`src/rtl/freq_pkg.sv`:
```
// Shared definitions for the frequency gate controller.
//   CNT_W_DEF : default width of the count / frequency words
//   state_t   : measurement FSM state encoding (3 bits)
package freq_pkg;

  localparam int CNT_W_DEF = 32;

  typedef enum logic [2:0] {
    ST_IDLE   = 3'd0,
    ST_CLEAR  = 3'd1,
    ST_GATE   = 3'd2,
    ST_SETTLE = 3'd3,
    ST_LATCH  = 3'd4
  } state_t;

endpackage

```
`src/rtl/gate_timer.sv`:
```
// Loadable down-counter used to time the gate-open and settle windows.
// Ports:
//   clock    : system clock, rising edge
//   reset    : synchronous active-high reset (count -> 0)
//   load     : load load_val into the counter (priority over en)
//   load_val : value to load
//   en       : decrement enable; the counter stops at zero, never wraps
//   done     : high while the current cycle is the last one of the window
//   count    : current counter value
module gate_timer
  import freq_pkg::*;
#(
  parameter int TIMER_W = 4
) (
  input  logic               clock,
  input  logic               reset,
  input  logic               load,
  input  logic [TIMER_W-1:0] load_val,
  input  logic               en,
  output logic               done,
  output logic [TIMER_W-1:0] count
);

  always_ff @(posedge clock) begin
    if (reset) begin
      count <= '0;
    end else if (load) begin
      count <= load_val;
    end else if (en && (count != '0)) begin
      count <= count - 1'b1;
    end
  end

  // A window loaded with N ends on the cycle the counter shows 1; zero is
  // treated the same so a stray empty window cannot stall the FSM.
  assign done = (count <= TIMER_W'(1));

endmodule

```
`src/rtl/freq_gate_ctrl.sv`:
```
// Frequency measurement controller: opens a gate window of GATE_CYCLES
// clocks for an external edge counter, waits SETTLE_CYCLES, then latches
// the count as the measured frequency. Runs single-shot or back-to-back.
// Ports:
//   clock         : system clock, rising edge
//   reset         : synchronous active-high reset
//   start         : single-shot request, only honoured in IDLE
//   continuous    : repeat measurements while high
//   count_in      : running edge count from the counter datapath
//   gate          : counter enable window (registered)
//   counter_clear : one-cycle counter clear strobe (registered)
//   freq          : last latched count, held between measurements
//   freq_valid    : one-cycle strobe, freq was just updated
//   overflow      : counter wrapped during the last measurement
//   busy          : high in every state except IDLE
module freq_gate_ctrl
  import freq_pkg::*;
#(
  parameter int GATE_CYCLES   = 2500,
  parameter int SETTLE_CYCLES = 2,
  parameter int CNT_W         = CNT_W_DEF
) (
  input  logic             clock,
  input  logic             reset,
  input  logic             start,
  input  logic             continuous,
  input  logic [CNT_W-1:0] count_in,
  output logic             gate,
  output logic             counter_clear,
  output logic [CNT_W-1:0] freq,
  output logic             freq_valid,
  output logic             overflow,
  output logic             busy
);

  // The timer also has to hold SETTLE_CYCLES, which may exceed a tiny gate.
  localparam int TMAX    = (GATE_CYCLES > SETTLE_CYCLES) ? GATE_CYCLES : SETTLE_CYCLES;
  localparam int TIMER_W = $clog2(TMAX + 1);

  state_t state, next_state;

  logic               timer_load;
  logic               timer_en;
  logic               timer_done;
  logic [TIMER_W-1:0] timer_val;
  logic [TIMER_W-1:0] timer_count;

  logic               gate_d;
  logic               clear_d;
  logic               wrap_flag;
  logic [CNT_W-1:0]   count_in_p1;

  gate_timer #(
    .TIMER_W (TIMER_W)
  ) u_gate_timer (
    .clock    (clock),
    .reset    (reset),
    .load     (timer_load),
    .load_val (timer_val),
    .en       (timer_en),
    .done     (timer_done),
    .count    (timer_count)
  );

  always_ff @(posedge clock) begin
    if (reset) begin
      state <= ST_IDLE;
    end else begin
      state <= next_state;
    end
  end

  always_comb begin
    next_state = state;
    case (state)
      ST_IDLE:   if (start || continuous) next_state = ST_CLEAR;
      ST_CLEAR:  next_state = ST_GATE;
      ST_GATE:   if (timer_done) next_state = ST_SETTLE;
      ST_SETTLE: if (timer_done) next_state = ST_LATCH;
      ST_LATCH:  next_state = continuous ? ST_CLEAR : ST_IDLE;
      default:   next_state = ST_IDLE;
    endcase
  end

  // gate/counter_clear are decoded from next_state and then registered, so
  // they line up with the state they belong to and are glitch-free.
  always_comb begin
    gate_d     = (next_state == ST_GATE);
    clear_d    = (next_state == ST_CLEAR);
    busy       = (state != ST_IDLE);
    timer_load = (state == ST_CLEAR) || ((state == ST_GATE) && timer_done);
    timer_val  = (state == ST_CLEAR) ? TIMER_W'(GATE_CYCLES) : TIMER_W'(SETTLE_CYCLES);
    timer_en   = (state == ST_GATE) || (state == ST_SETTLE);
  end

  always_ff @(posedge clock) begin
    if (reset) begin
      gate          <= 1'b0;
      counter_clear <= 1'b0;
      freq_valid    <= 1'b0;
      overflow      <= 1'b0;
      freq          <= '0;
      wrap_flag     <= 1'b0;
    end else begin
      gate          <= gate_d;
      counter_clear <= clear_d;
      freq_valid    <= (state == ST_LATCH);
      if (state == ST_LATCH) begin
        freq     <= count_in;
        overflow <= wrap_flag;
      end
      if (state == ST_CLEAR) begin
        wrap_flag <= 1'b0;
      end else if (((state == ST_GATE) || (state == ST_SETTLE)) && (count_in < count_in_p1)) begin
        wrap_flag <= 1'b1;
      end
    end
  end

  // The counter still shows the old total during CLEAR, so the history is
  // zeroed there to avoid a false wrap on the first gate cycle.
  always_ff @(posedge clock) begin
    if (state == ST_CLEAR) begin
      count_in_p1 <= '0;
    end else begin
      count_in_p1 <= count_in;
    end
  end

endmodule

```
`config.mk`:
```
export PLATFORM = sky130hd
export DESIGN_NAME = freq_gate_ctrl
export DESIGN_NICKNAME = d
export VERILOG_FILES = /design/src/rtl/freq_pkg.sv /design/src/rtl/gate_timer.sv /design/src/rtl/freq_gate_ctrl.sv
export SDC_FILE = /design/constraint.sdc
export NUM_CORES = 1
export LEC_CHECK = 0
export CAP_MARGIN = 20
export CORE_AREA = 2 2 93 95
export CTS_CLUSTER_SIZE = 16
export DETAILED_ROUTE_END_ITERATION = 8
export DIE_AREA = 0 0 95 97
export GPL_TIMING_DRIVEN = 0
export PLACE_DENSITY = 0.8
export REMOVE_ABC_BUFFERS = 1
export SKIP_CTS_REPAIR_TIMING = 1
export SLEW_MARGIN = 10
export SYNTH_ARGS = -nofsm -noshare
export SYNTH_HDL_FRONTEND = slang
export SYNTH_SLANG_ARGS = --single-unit
```
`constraint.sdc`:
```
create_clock -name clock -period 2.05 [get_ports clock]
set_clock_uncertainty 0.05 [all_clocks]
set_input_delay 0.205 -clock clock [delete_from_list [all_inputs] [get_ports clock]]
set_output_delay 0.205 -clock clock [all_outputs]
set_load 0.1 [all_outputs]
```
# Word level (Yosys, flattened, before mapping)
# Cells that the tools add are included.
word_totals:
  latch_bits: 0
  out_inout_bits: 37
  wordCells: 37
  n_memories: 0
  register_bits: 84
  mem_bits_rw: 0
  rom_bits: 0
op_classes:
  n_lt_le_gt_ge: 2
  mul: 0
  n_eq_ne: 6
  add_sub_neg: 1
  n_mux: 8
  shift: 0
  div_mod_pow: 0
  n_bitwise: 0
  reduce_logical: 11
ops:
  columns: ["op", "count"]
  rows:
  - ["$mux W12", 3]
  - ["$lt A32 B32 Y1", 1]
  - ["$pmux W3 S5", 1]
  - ["$le A12 B1 Y1 const B", 1]
  - ["$reduce_bool A12 Y1", 1]
  - ["$sub A12 B1 Y12 const B", 1]
  - ["$eq A3 B2 Y1 const B", 3]
  - ["$mux W3", 3]
  - ["$eq A3 B1 Y1 const B", 2]
  - ["$eq A3 B3 Y1 const B", 1]
  - ["$logic_and A1 B1 Y1", 3]
  - ["$logic_not A3 Y1", 1]
  - ["$logic_or A1 B1 Y1", 3]
  - ["$reduce_bool A3 Y1", 1]
  - ["$reduce_bool A2 Y1", 1]
  - ["$reduce_or A2 Y1", 1]
  - ["$mux W1", 1]

# Logic depth before layout (Yosys ltp)
# Gate-level depths: netlist of the first run.
depth:
  depth_word: 5
  mapped_depth: 8
  depth_no_buf: 8

# By module
# From an unflattened synthesis of the first run, not the netlist that was laid out.
hier_totals:
  cells_unflattened: 454
  hier_area_um2: 3912.5
by_module_without_submodules:
  columns: ["module", "area_per_inst_um2", "n_inst", "seq_area_each_um2", "cells_each"]
  rows:
  - ["freq_gate_ctrl", 3081.7, 1, 1441.4, 356]
  - ["gate_timer", 830.8, 1, 240.2, 98]

# Worst setup path before layout of the first run
# OpenSTA, ideal clock, no wires.
synth_path:
  path_kind: "register to register"
  startpoint: "register u_gate_timer.count[2]"
  endpoint: "register u_gate_timer.count[11]"
  required_ns: 1.867
  path_buffers: 0
  stages_incl_launch_ff: 7
  setup_ns: 0.133
  arrival_ns: 1.937
  slack_ns: -0.069
  path_cell_list: "dfxtp_1 -> or4_4 -> nor4b_4 -> o21ai_2 -> or3_4 -> or3b_1 -> a31oi_1"
synth_via:
  elab_chain_len: 4
  word_cells_on_any_way: 9
  cone_classes: "1 x add/sub; 1 x order compare; 2 x mux; 5 x reduce/logical"
synth_lines:
  columns: ["element", "line", "source"]
  rows:
  - ["start, declared", "gate_timer.sv:21", "output logic [TIMER_W-1:0] count"]
  - ["start signal, assigned", "gate_timer.sv:28", "count <= load_val;"]
  - ["start signal, assigned", "gate_timer.sv:30", "count <= count - 1'b1;"]
  - ["$le A12 B1 Y1", "gate_timer.sv:36", "assign done = (count <= TIMER_W'(1));"]
  - ["$logic_and A1 B1 Y1", "freq_gate_ctrl.sv:91", "timer_load = (state == ST_CLEAR) || ((state == ST_GATE) && timer_done);"]
  - ["$logic_or A1 B1 Y1", "freq_gate_ctrl.sv:91", null]
  - ["$mux W12 / $reduce_bool A2 Y1 (equally long branches)", null, null]
# Parallel ways exist; a longest one is shown, timed or not. The select of a mux whose other input is x is not followed.
# A chain may end at the register's enable or synchronous reset.

# Final worst setup path of the first run
layout_path:
  startpoint: "register u_gate_timer.count[3]"
  endpoint: "register u_gate_timer.count[3]"
# Same word-level chain as after synthesis.

==> metrics, run 1 <==
Pleak between 2 and 3 nW; largest cells by area after synthesis dfxtp_1 45%, ha_1 11%, nand2_1 7.9%; Worst path slowest cell or4_4; crit path max fanout 6; Crit path max-delay family simple AND/OR/NAND/NOR gates; failing checks setup timing; Internal ~3.5 mW; Clock Sinks 84; final setup vio count 12; post-synthesis cell count 430; area post-placement 0.00455 mm²; # port buffers 72; met2 wire length between 4000 and 5000 µm; ANT cells 0; initial antenna violation count 0; Design Power 5.58 mW; RSZ-0062 raised after global routing true; Finished Layout Cells 619; Mapped Avg Cell Area 8.60 µm²; CP Cell Sequence or4_4, nor4b_4, buf_6, o21ai_4, or3_4, buf_4, nand2_4, nor2_1; min Tclk post-route around 2.3 ns; worst path bufs/invs 2; sequential share of power 0.390; Synth top area share 0.455; core area 0.00813 mm²; global-route wire length before repair 13700 µm; total wire length between 8000 and 9000 µm; routed via count 3141; largest area contributor in the netlist dfxtp_1; register area share after synthesis 0.455; Data arrival, critical path roughly 2.5 ns; Setup CP Type reg -> reg; final max-slew violation count 0; vias in the first global route around 3000; die area approximately 0.0092 mm²; total CTS buffers 9; DR DRC count 0; final net count about 580; drt first pass iters 4; synth warn 0; Worst Hold Class reg -> reg; post-route cell area approximately 0.0050 mm²; RePlAce Congestion about 0.79; post-synthesis adder-cell area fraction 0.112; peak supply drop approximately 0.95 mV; Crit path largest cell delay between 0.5 and 0.6 ns; post-synthesis mux area share 0.00304; Final Util 0.610; Boundary Pins between 70 and 80; fmax about 440 MHz; post-route ant nets 0; final hold slack around 0.4 ns; clock slew seen by the registers of the worst setup and hold paths around 0.08 ns; Max clock buf depth 2; Root Buffer clkbuf_8; routed length on met3 between 300 and 400 µm; pwr dens ~1100 mW/mm²; Post-Synth Simple-Gate Area 0.226; switching share of total power 0.380; Seq cells post-synth 84; crit start category register; grt ovf 0; top sig layer met4; combinational share of power 0.417; htree depth 3; worst setup margin -0.219 ns; Metal-1 WL about 3600 µm; Area Growth Syn to Fin 34.1%; row count 33; final period utilization 1.11; Yosys cell types 38; Via density ~5; Maximum Capacitance Violations 0; xor/xnor share of the synthesized area 0.0189; area fraction in compound gates after synthesis 0.133; Hold Vio Cnt, Final 0; clk_lat worst skew roughly 0.35 ns; chip width 95 µm; Initial Utilization 0.455; Total GRT Usage 0.183; most frequent cells in the layout 79 x dfxtp_1, 77 x nand2_1, 48 x a21oi_1; largest net degree at the start of global routing 47; synthesized cell area 0.00370 mm²; placed insts between 500 and 600; Die Span Y 97 µm; CP required between 2 and 2.5 ns; Worst Tran Pin Value slightly below 1 ns; placed wire-length estimate around 5900 µm; CTS tree done; WL per Instance 13.3 µm; switching power of the nets 2.12 mW; number of DRC markers in iteration 0 130; Clock power frac 0.193; commonest non-fill, non-tap cell in the layout dfxtp_1; Crit. End Element register; run status finished, violations left; share of cells above drive strength 1 0.105; main combinational cell family by area after synthesis simple AND/OR/NAND/NOR gates; Setup WS pre-CTS -0.415 ns; Slew HR 0.343; sum of negative setup slack -1.81 ns
## cells by family after synthesis
logic type | after synthesis
fa+ha+maj | 33
xor+xnor | 8
flops | 84
simple gates | 168
mux | 1
buf+inv | 53
compound gates | 83
## synth_stat cells
| library cell | number |
|---|---|
| a2111oi_0 | 3 |
| a211oi_1 | 4 |
| a21bo_2 | 1 |
| a21o_1 | 7 |
| a21oi_1 | 49 |
| a31oi_1 | 3 |
| and3_1 | 1 |
| clkbuf_1 | 18 |
| dfxtp_1 | 84 |
| ha_1 | 33 |
| inv_1 | 35 |
| mux2_2 | 1 |
| nand2_1 | 78 |
| nand2b_1 | 6 |
| nand3_1 | 3 |
| nand3b_1 | 1 |
| nand4_1 | 6 |
| nor2_1 | 23 |
| nor2b_1 | 34 |
| nor3_1 | 3 |
| nor3_2 | 1 |
| nor3b_1 | 1 |
| nor4_1 | 4 |
| nor4b_1 | 1 |
| nor4b_4 | 1 |
| o2111ai_1 | 1 |
| o211ai_1 | 4 |
| o21a_1 | 1 |
| o21ai_0 | 7 |
| o21ai_2 | 1 |
| o221ai_1 | 2 |
| or2b_1 | 1 |
| or3_4 | 1 |
| or3b_1 | 1 |
| or4_4 | 1 |
| or4b_1 | 1 |
| xnor2_1 | 3 |
| xor2_1 | 5 |
## flip-flops by register name, summed over array words and instances (netlist names)
signal              count
wrap_flag               1
counter_clear           1
freq_valid              1
state                   3
freq                   32
overflow                1
u_gate_timer.count     12
count_in_p1            32
gate                    1
## routing by layer
metal / vias up / track usage
met1: 1465 / 0.224
met3: 12 / 0.0265
met5: - / 0
met2: 67 / 0.318
li1: 1597 / -
met4: 0 / 0.0758
## power by group through the flow
stage          Sequential, mW  Clock (mW)  Combinational, mW
6_report                 2.18        1.08               2.33
5_1_grt                  2.22        1.18               2.56
4_1_cts                  2.16        1.10               2.01
3_5_place_dp             2.19           0               2.00
3_3_place_gp             2.17           0               1.90
2_1_floorplan            2.31           0               1.34
## final cells by class
| class | count | area [µm²] |
|---|---|---|
| flip-flops and latches | 84 | 1690 |
| fillers | 693 | 3170 |
| clock buffers | 11 | 151 |
| multi-input cells | 293 | 1890 |
| inverters | 35 | 131 |
| clock inverters | 4 | 25.0 |
| well taps | 105 | 131 |
| repair buffers | 87 | 941 |
## path summary, 6_finish.rpt
check / from / to / slack, ns / cells after the start
hold reg to reg: freq[23]$_SDFFE_PP0P_ / freq[23]$_SDFFE_PP0P_ / 0.40 / 2
hold / removal: freq[23]$_SDFFE_PP0P_ / freq[23]$_SDFFE_PP0P_ / 0.40 / 2
setup reg to reg: u_gate_timer.count[3]$_SDFFE_PP0P_ / u_gate_timer.count[3]$_SDFFE_PP0P_ / -0.22 / 8
setup / recovery: u_gate_timer.count[3]$_SDFFE_PP0P_ / u_gate_timer.count[3]$_SDFFE_PP0P_ / -0.22 / 8
## worst min-delay path, stage by stage, from the launching register on
cell and delay (ns):
dfxtp_1 0.31, nand2_1 0.05, a21oi_1 0.05
(Power assumes the default switching activity.)
==> run 2: changes to the inputs <==
Settings changed: CORE_AREA 2 2 93 95 to 2 2 95 97, DIE_AREA 0 0 95 97 to 0 0 97 99, GPL_TIMING_DRIVEN 0 to not set, PLACE_DENSITY 0.8 to 0.74, SYNTH_HIERARCHICAL set to 1.
==> metrics, run 2 <==
htree depth 3 (unchanged); RSZ-0062 raised after global routing true (unchanged); top-count cell post-synth dfxtp_1 (unchanged); crit path max fanout 8 (was 6); worst setup margin -0.125 ns (was -0.219 ns); fmax 460 MHz (was 441 MHz); Hold Path Origin reset (was freq[23]$_SDFFE_PP0P_); Total GRT Usage 0.191 (was 0.183); number of fillers in the final layout 748 (was 693); Crit. End Element register (unchanged); Root Buffer clkbuf_8 (unchanged); Max clock buf depth 2 (unchanged); row count 34 (was 33); area taken by multi-input logic gates 0.00211 mm² (was 0.00189 mm²); Design Power 5.19 mW (was 5.58 mW); origin of the critical flop-to-flop path u_gate_timer/count[1]$_SDFFE_PP0P_ (was u_gate_timer.count[3]$_SDFFE_PP0P_); synth warn 6 (was 0); largest cells by area after synthesis dfxtp_1 43%, ha_1 11%, nand2_1 7.5% (was dfxtp_1 45%, ha_1 11%, nand2_1 7.9%); ANT cells 0 (unchanged); largest registers count_in_p1 (32), freq (32), u_gate_timer/count (12) (was count_in_p1 (32), freq (32), u_gate_timer.count (12)); Clock Sinks 84 (unchanged); Critical Path Start u_gate_timer/count[1]$_SDFFE_PP0P_ (was u_gate_timer.count[3]$_SDFFE_PP0P_); most frequent cells in the layout 83 x buf_4, 81 x dfxtp_1, 78 x nand2_1 (was 79 x dfxtp_1, 77 x nand2_1, 48 x a21oi_1); peak supply drop 0.740 mV (was 0.945 mV); run status finished, violations left (unchanged); number of DRC markers in iteration 0 93 (was 130); # port buffers 72 (unchanged); Maximum Capacitance Violations 0 (unchanged); largest area contributor in the netlist dfxtp_1 (unchanged); Area Growth Syn to Fin 35.2% (was 34.1%); synthesized cell area 0.00391 mm² (was 0.00370 mm²); grt ovf 0 (unchanged); commonest cells in the netlist 84 x dfxtp_1, 78 x nand2_1, 56 x a21oi_1 (was 84 x dfxtp_1, 78 x nand2_1, 49 x a21oi_1); final net count 638 (was 579); vias in the first global route 3334 (was 3087); placed wire-length estimate 6420 µm (was 5880 µm); Primary FF master, synth dfxtp_1 (unchanged); RePlAce Congestion 0.890 (was 0.787); Pleak 2.24 nW (was 2.62 nW); min Tclk post-route 2.17 ns (was 2.27 ns); CP required 2.30 ns (was 2.25 ns); Worst Hold Class in -> reg (was reg -> reg); final period utilization 1.06 (was 1.11); Finished Layout Cells 681 (was 619); placed insts 661 (was 594); DR DRC count 0 (unchanged); CTS tree done (unchanged); pwr dens 981 mW/mm² (was 1120 mW/mm²); Worst Tran Pin Value 0.595 ns (was 0.984 ns); FF+latch area 0.00169 mm² (unchanged); post-route ant nets 0 (unchanged); Boundary Pins 73 (unchanged); share of cells above drive strength 1 0.243 (was 0.105); total CTS buffers 9 (unchanged); global-route wire length before repair 15200 µm (was 13700 µm); total wire length 9210 µm (was 8230 µm); Seq cells post-synth 84 (unchanged); Initial Utilization 0.458 (was 0.455); drt first pass iters 4 (unchanged); largest net degree at the start of global routing 35 (was 47); chip width 97 µm (was 95 µm); clock slew seen by the registers of the worst setup and hold paths 0.09 ns (was 0.08 ns); initial antenna violation count 0 (unchanged); Via density 5.04 (was 5.07); clk_lat worst skew 0.36 ns (was 0.35 ns); Data arrival, critical path 2.42 ns (was 2.46 ns); core area 0.00855 mm² (was 0.00813 mm²); crit start category register (unchanged); register area share after synthesis 0.430 (was 0.455); commonest non-fill, non-tap cell in the layout buf_4 (was dfxtp_1); Die Span Y 99 µm (was 97 µm); Post-synth EDFFs 0 (unchanged); die area 0.00960 mm² (was 0.00922 mm²); Mapped Avg Cell Area 8.62 µm² (was 8.60 µm²); WL per Instance 13.5 µm (was 13.3 µm); final setup vio count 11 (was 12); routed via count 3429 (was 3141); Slew HR 0.603 (was 0.343); failing checks setup timing (unchanged); post-synthesis cell count 454 (was 430); Yosys cell types 53 (was 38); Hold Vio Cnt, Final 0 (unchanged); final max-slew violation count 0 (unchanged); asr flop ratio synth 0 (unchanged); Setup CP Type reg -> reg (unchanged); Synth top area share 0.430 (was 0.455)
run 2: cell count changes after synthesis, sizes merged, moves of 5 or more:
cell,before,now
a21o,7,1
a21oi,49,56
buf,0,8
inv,35,40
nor2,23,16
nor3b,1,6
or3,1,8
run 2: metal layers:
layer | track usage | share of wire
met2 | 0.325 | 0.49
met5 | 0 | 0
met4 | 0.0618 | 0.015
met3 | 0.0390 | 0.047
met1 | 0.245 | 0.45
run 2: layout make-up:
| type | instances | share of cell area |
|---|---|---|
| repair inverters | 1 | 0.00142 |
| clock inverters | 6 | 0.00851 |
| well taps | 108 | 0.0255 |
| repair buffers | 121 | 0.191 |
| multi-input cells | 311 | 0.399 |
| inverters | 40 | 0.0296 |
| flip-flops and latches | 84 | 0.319 |
| clock buffers | 10 | 0.0260 |
run 2: logic make-up (layout without fill, tap and decap cells):
| kind of cell | count (synthesis) | count (layout) | synth area share |
|---|---|---|---|
| adder cells (fa/ha/maj) | 34 | 34 | 0.109 |
| flip-flops | 84 | 84 | 0.430 |
| AND/OR/NAND/NOR | 177 | 177 | 0.235 |
| AO/OA/AOI/OAI | 90 | 90 | 0.150 |
| buffers and inverters | 64 | 178 | 0.0662 |
| other | 1 | 6 | 0.000958 |
| XOR/XNOR | 4 | 4 | 0.00896 |
run 2: through the flow:
stage	setup TNS (ns)	util	worst slack, ns	instance area [µm²]	hold WS (ns)
floorplan	-8.01	-	-0.820	3820	0.224
global placement	-0.987	0.578	-0.137	4940	0.392
detailed placement	-2.18	0.578	-0.247	4940	0.400
CTS	-2.26	0.600	-0.255	5130	0.165
global route	-1.51	0.619	-0.188	5290	0.193
finish	-0.746	0.619	-0.125	5290	0.179
run 2: path summary, 6_finish.rpt:
check	to	depth (start not counted)	slack (ns)
worst min-delay path	state[0]$_SDFF_PP0_	2	0.18
worst min register to register	freq[25]$_SDFFE_PP0N_	2	0.41
worst max-delay path	u_gate_timer/count[10]$_SDFFE_PP0P_	10	-0.12
worst max register to register	u_gate_timer/count[10]$_SDFFE_PP0P_	10	-0.12
run 2: power by group:
part	switching, mW	internal (mW)	leakage (nW)
clock	0.628	0.479	0.0853
combinational	1.14	0.988	1.46
sequential	0.109	1.85	0.693
run 2: critical path, cell delays in order, from the launching register on:
cell and delay (ns):
dfxtp_2 0.37, inv_4 0.06, ha_4 0.16, o21ai_4 0.17
nor4_4 0.07, nand3b_1 0.12, a21oi_2 0.08, buf_6 0.14
or4_1 0.49, or3_4 0.33, nand3_2 0.07
